### src/rtl/alu_datapath.sv
// Multi-cycle 8-bit ALU datapath: single-cycle logic/arith ops plus an
// 8-iteration shift-add multiplier and restoring divider, one op per request.
module alu_datapath #(
  parameter int unsigned WIDTH = 16,
  parameter int unsigned OP_W  = 4
) (
  input  logic             clk,
  input  logic             reset,
  input  logic             enable,
  input  logic [OP_W-1:0]  opcode,
  input  logic [7:0]       a,
  input  logic [7:0]       b,
  output logic             done,
  output logic             busy,
  output logic [WIDTH-1:0] result,
  output logic             carry,
  output logic             zero,
  output logic             div_by_zero,
  output logic             invalid_opcode
);

  localparam int unsigned CNT_W = 4;
  localparam int unsigned PW    = 16;
  localparam logic [CNT_W-1:0] LAST_ITER = CNT_W'(7);

  localparam logic [OP_W-1:0] OP_ADD  = OP_W'(0);
  localparam logic [OP_W-1:0] OP_SUB  = OP_W'(1);
  localparam logic [OP_W-1:0] OP_AND  = OP_W'(2);
  localparam logic [OP_W-1:0] OP_OR   = OP_W'(3);
  localparam logic [OP_W-1:0] OP_XOR  = OP_W'(4);
  localparam logic [OP_W-1:0] OP_NOT  = OP_W'(5);
  localparam logic [OP_W-1:0] OP_SHL  = OP_W'(6);
  localparam logic [OP_W-1:0] OP_SHR  = OP_W'(7);
  localparam logic [OP_W-1:0] OP_MUL  = OP_W'(8);
  localparam logic [OP_W-1:0] OP_DIV  = OP_W'(9);
  localparam logic [OP_W-1:0] OP_MOD  = OP_W'(10);
  localparam logic [OP_W-1:0] OP_PASS = OP_W'(11);
  localparam logic [OP_W-1:0] OP_HALT = OP_W'(15);

  typedef enum logic [1:0] {
    S_IDLE = 2'd0,
    S_ITER = 2'd1,
    S_DONE = 2'd2
  } state_t;

  state_t            state_q, state_d;
  logic [CNT_W-1:0]  cnt_q, cnt_d;
  logic [OP_W-1:0]   op_q, op_d;
  logic [PW-1:0]     acc_q, acc_d;   // MUL accumulator / DIV partial remainder
  logic [PW-1:0]     sh_q, sh_d;     // MUL shifted multiplicand / DIV dividend->quotient
  logic [7:0]        opb_q, opb_d;   // MUL multiplier (shifts) / DIV divisor (static)

  logic             done_d, busy_d, carry_d, zero_d, dbz_d, inv_d;
  logic [WIDTH-1:0] result_d;

  logic             wr;
  logic [WIDTH-1:0] res_v;
  logic             carry_v;
  logic [8:0]       sum9, diff9, trial;
  logic             fits;
  logic [7:0]       not_a, shr_a;
  logic [PW-1:0]    shl_a;

  // State register and all registered outputs
  always_ff @(posedge clk) begin
    if (reset) begin
      state_q        <= S_IDLE;
      cnt_q          <= '0;
      op_q           <= '0;
      acc_q          <= '0;
      sh_q           <= '0;
      opb_q          <= '0;
      done           <= 1'b0;
      busy           <= 1'b0;
      result         <= '0;
      carry          <= 1'b0;
      zero           <= 1'b0;
      div_by_zero    <= 1'b0;
      invalid_opcode <= 1'b0;
    end else begin
      state_q        <= state_d;
      cnt_q          <= cnt_d;
      op_q           <= op_d;
      acc_q          <= acc_d;
      sh_q           <= sh_d;
      opb_q          <= opb_d;
      done           <= done_d;
      busy           <= busy_d;
      result         <= result_d;
      carry          <= carry_d;
      zero           <= zero_d;
      div_by_zero    <= dbz_d;
      invalid_opcode <= inv_d;
    end
  end

  // Next-state, sequencer and output-update logic
  always_comb begin
    state_d  = state_q;
    cnt_d    = cnt_q;
    op_d     = op_q;
    acc_d    = acc_q;
    sh_d     = sh_q;
    opb_d    = opb_q;
    done_d   = 1'b0;
    busy_d   = busy;
    result_d = result;
    carry_d  = carry;
    zero_d   = zero;
    dbz_d    = div_by_zero;
    inv_d    = invalid_opcode;
    wr       = 1'b0;
    res_v    = '0;
    carry_v  = 1'b0;

    sum9  = {1'b0, a} + {1'b0, b};
    diff9 = {1'b0, a} - {1'b0, b};
    not_a = ~a;
    shr_a = a >> b[2:0];
    shl_a = {8'h00, a} << b[3:0];
    trial = {acc_q[7:0], sh_q[7]};
    fits  = (trial >= {1'b0, opb_q});

    unique case (state_q)
      S_IDLE: begin
        if (enable) begin
          busy_d  = 1'b1;
          dbz_d   = 1'b0;
          inv_d   = 1'b0;
          op_d    = opcode;
          state_d = S_DONE;
          done_d  = 1'b1;
          case (opcode)
            OP_ADD: begin
              wr      = 1'b1;
              res_v   = WIDTH'(sum9);
              carry_v = sum9[8];
            end
            OP_SUB: begin
              // borrow out of the 9-bit difference doubles as the sign bit
              wr      = 1'b1;
              res_v   = {{(WIDTH-9){diff9[8]}}, diff9};
              carry_v = diff9[8];
            end
            OP_AND:  begin wr = 1'b1; res_v = WIDTH'(a & b); end
            OP_OR:   begin wr = 1'b1; res_v = WIDTH'(a | b); end
            OP_XOR:  begin wr = 1'b1; res_v = WIDTH'(a ^ b); end
            OP_NOT:  begin wr = 1'b1; res_v = WIDTH'(not_a); end
            OP_SHL:  begin wr = 1'b1; res_v = WIDTH'(shl_a); end
            OP_SHR:  begin wr = 1'b1; res_v = WIDTH'(shr_a); end
            OP_PASS: begin wr = 1'b1; res_v = WIDTH'(a); end
            OP_MUL: begin
              state_d = S_ITER;
              done_d  = 1'b0;
              cnt_d   = '0;
              acc_d   = '0;
              sh_d    = {8'h00, a};
              opb_d   = b;
            end
            OP_DIV, OP_MOD: begin
              if (b == 8'h00) begin
                wr    = 1'b1;
                res_v = (opcode == OP_DIV) ? WIDTH'(8'hFF) : WIDTH'(a);
                dbz_d = 1'b1;
              end else begin
                state_d = S_ITER;
                done_d  = 1'b0;
                cnt_d   = '0;
                acc_d   = '0;
                sh_d    = {8'h00, a};
                opb_d   = b;
              end
            end
            OP_HALT: ;
            default: inv_d = 1'b1;
          endcase
        end
      end

      S_ITER: begin
        cnt_d = cnt_q + CNT_W'(1);
        if (op_q == OP_MUL) begin
          acc_d = opb_q[0] ? (acc_q + sh_q) : acc_q;
          sh_d  = sh_q << 1;
          opb_d = opb_q >> 1;
          res_v = WIDTH'(acc_d);
        end else begin
          // restoring division, one dividend bit per cycle from the MSB
          acc_d = {8'h00, (fits ? 8'(trial - {1'b0, opb_q}) : trial[7:0])};
          sh_d  = {8'h00, sh_q[6:0], fits};
          res_v = (op_q == OP_DIV) ? WIDTH'(sh_d[7:0]) : WIDTH'(acc_d[7:0]);
        end
        if (cnt_q == LAST_ITER) begin
          wr      = 1'b1;
          state_d = S_DONE;
          done_d  = 1'b1;
          cnt_d   = '0;
        end
      end

      S_DONE: begin
        state_d = S_IDLE;
        busy_d  = 1'b0;
      end

      default: state_d = S_IDLE;
    endcase

    if (wr) begin
      result_d = res_v;
      carry_d  = carry_v;
      zero_d   = (res_v == '0);
    end
  end

endmodule
### config.mk
export PLATFORM = sky130hd
export DESIGN_NAME = alu_datapath
export DESIGN_NICKNAME = d
export VERILOG_FILES = /design/src/rtl/alu_datapath.sv
export SDC_FILE = /design/constraint.sdc
export NUM_CORES = 1
export LEC_CHECK = 0
export CAP_MARGIN = 10
export CORE_ASPECT_RATIO = 1.2
export CORE_UTILIZATION = 50
export DETAILED_ROUTE_END_ITERATION = 6
export HOLD_SLACK_MARGIN = 0.06
export PLACE_DENSITY = 0.69
export SYNTH_ARGS = -nofsm -noshare
export SYNTH_HDL_FRONTEND = slang
export SYNTH_SLANG_ARGS = --single-unit
### constraint.sdc
create_clock -name clk -period 8.45 [get_ports clk]
set_input_delay 0.845 -clock clk [delete_from_list [all_inputs] [get_ports clk]]
set_output_delay 0.845 -clock clk [all_outputs]
set_load 0.05 [all_outputs]
==> results.py <==
metrics = {
    "floorplanning": {
        "initial_utilization_pct": 51.6,
        "row_count": 46,
        "io_pins": 45,
        "dieArea_sq_um": 14200,
        "die-width_um": 109,
        "die-height_um": 130,
        "core_area_sq_um": 13300,
    },
    "job": {
        "cap_viol_max_count": 0,
    },
    "sta": {
        "hold_viol": 0,
        "skew_ns": 0.00865,
        "relSlewSlack_pct": 20.2,
        "rsz0062_at_grt": "no",
        "final_max_slew_viol_count": 0,
        "setup_viol": 0,
        "worst_pin_slew_ns": 1.17,
        "tns_ns": 0,
        "finalCriticalPeriod_ns": 4.40,
        "min_period_over_period_pct": 52.1,
        "fmax_mhz": 227,
        "layout_setup_ws_ns": 4.05,
    },
    "synth": {
        "syn_area_sq_um": 6860,
        "async_reset_ff_share_pct": 0,
        "synth_flop_cell": "dfxtp_1",
        "synth_edf_count": 0,
        "ys_seq_elements": 72,
        "yosysMostFrequentCell": "nor2_1",
        "synth_common_cells": "nor2_1 (104), nand2_1 (96), dfxtp_1 (72)",
        "syn_inst": 917,
        "ys_warn_count": 0,
        "synth_top_area_cell": "dfxtp_1",
        "syn_nets": 996,
        "syn_area_per_cell_sq_um": 7.48,
        "netlist_top_cells_area": "dfxtp_1 (21%), ha_1 (9.5%), nor2_1 (5.7%)",
        "yosysUniqueCellTypes": 86,
        "ys_seq_area_share_pct": 21.0,
        "netlist.area_leader.share_pct": 21.0,
    },
    "critical_path": {
        "critPathRequiredTime_ns": 8.71,
        "end_kind": "flip-flop",
        "crit_arrival_ns": 4.66,
        "startpoint_type": "input pin",
        "crit_fanout": 12,
        "critPathLaunch": "a[0]",
        "critPathKind": "in2reg",
        "r2r-start": "sh_q[7]",
    },
    "routing": {
        "drc": 0,
        "vias": 7051,
        "drt_iter0_drc": 513,
        "drt_first_pass_iters": 7,
        "ant_nets": 0,
        "via_per_inst": 6.45,
        "drt_wl_total_um": 22200,
        "wl_per_cell_um": 20.3,
    },
    "finish": {
        "area_growth_pct": 11.4,
        "drive_gt1_share_pct": 7.13,
        "nets": 1000,
        "utilization_pct": 57.5,
        "antenna_cells": 0,
    },
    "clocking": {
        "path_clk_slew_ns": 0.06,
        "postCtsSetupBuffers": 0,
        "cts-resized-gates": 0,
        "cts_hold_buf": 0,
        "clock_sinks": 72,
        "cts_root_buf": "clkbuf_16",
        "cts_buffers": 9,
        "clkLatencyLatePin_ns": 0.34,
        "cts_buffer_depth": 2,
        "htree_levels": 3,
        "cts_tree": "yes",
    },
    "power": {
        "pwr_density_cell_nw_per_um2": 149,
        "power.total_w": 0.00114,
        "leakage_nw": 2.94,
        "vdd_drop_max_uv": 81.2,
    },
    "global_routing": {
        "grt_use_met1_pct": 41.1,
        "grt_util_met2_pct": 53.0,
        "gr-usage-met3_pct": 3.75,
        "grt_pass1_vias": 6520,
        "grt_overflow": 0,
        "grt_pass1_wl_um": 35100,
        "grt_max_degree": 70,
        "track_usage_pct": 32.2,
        "antenna_found_initial": 0,
        "top_usage_layer": "met2",
    },
    "hold_path": {
        "hp-start": "invalid_opcode",
        "hold_class": "reg2reg",
    },
    "placed_design": {
        "dp_slack_ns": 3.78,
        "hpwl_um": 16500,
        "gp_congestion": 0.969,
        "io_buffers": 44,
    },
    "outcome": {
        "outcome": "completed",
    },
}
-- cells by family after synthesis --
logic type      after synthesis  synth area share, %
simple gates                331                 22.8
compound gates              303                 31.4
buf+inv                     108                 6.80
xor+xnor                     14                 1.79
flops                        72                 21.0
fa+ha+maj                    56                 10.6
mux                          33                 5.63
-- where the power goes --
part / switching, W / leakage, nW / internal [W] / total [W]
clock network: 0.000155 / 0.153 / 0.000260 / 0.000416
logic: 0.000225 / 2.20 / 0.000131 / 0.000357
registers: 0.0000151 / 0.586 / 0.000355 / 0.000370
-- critical path, stage by stage --
cell and delay (ns):
clkdlybuf4s50_1 0.76, inv_1 0.16, ha_1 0.24, fa_1 0.42, o21bai_1 0.21, and2_1 0.17, a221oi_1 0.10, o31ai_2 0.60
a31oi_1 0.23, a221o_2 0.37, a211oi_1 0.19, nand4_1 0.14, o31ai_2 0.23
-- metrics by stage --
step	hold slack [ns]	instance area, sq um	cells
finish	0.454	7640	1094
global route	0.502	7640	1094
CTS	0.454	7640	1094
detailed placement	0.446	7320	1078
global placement	0.443	7320	1078
floorplan	0.450	6860	917
-- per-layer routing --
| layer | up-vias | share of wire, % |
|---|---|---|
| met4 | 0 | 4.4 |
| met5 | - | 0 |
| met3 | 60 | 6.5 |
| met2 | 316 | 47 |
| met1 | 3263 | 42 |
| li1 | 3412 | - |
-- sequential cells by signal (all words and copies together) (netlist names) --
register and count:
acc_q 16, busy 1, carry 1, cnt_q 4, div_by_zero 1, done 1, invalid_opcode 1, op_q 4
opb_q 8, result 16, sh_q 16, state_q 2, zero 1
-- path summary, 6_finish.rpt --
| check | end | slack (ns) | cells past startpoint |
|---|---|---|---|
| worst max-delay path | zero | 4.05 | 13 |
| worst min-delay path | invalid_opcode | 0.45 | 2 |
| worst min register to register | invalid_opcode | 0.45 | 2 |
| worst max register to register | zero | 5.00 | 12 |
-- cell usage in the layout (no fill, tap or decap), drive strengths merged, types with 18 or more instances in the layout --
cell type      netlist  routed
mux2i               24      24
ha                  52      52
clkdlybuf4s50        0      43
nand2               96      96
o211ai              18      18
a211oi              23      23
nor2               105     105
inv                 39      41
a21oi               68      68
a22oi               18      18
o21ai               49      49
dfxtp               72      72
nor3                28      28
-- area by class of cell --
cell class / count / area [sq um]
clock buffer: 10 / 229
timing repair buffer: 60 / 556
multi-input combinational: 737 / 4960
fill: 1258 / 5650
sequential: 72 / 1440
clock inverter: 6 / 90.1
tap: 168 / 210
inverter: 41 / 154
(Power assumes the default switching activity.)
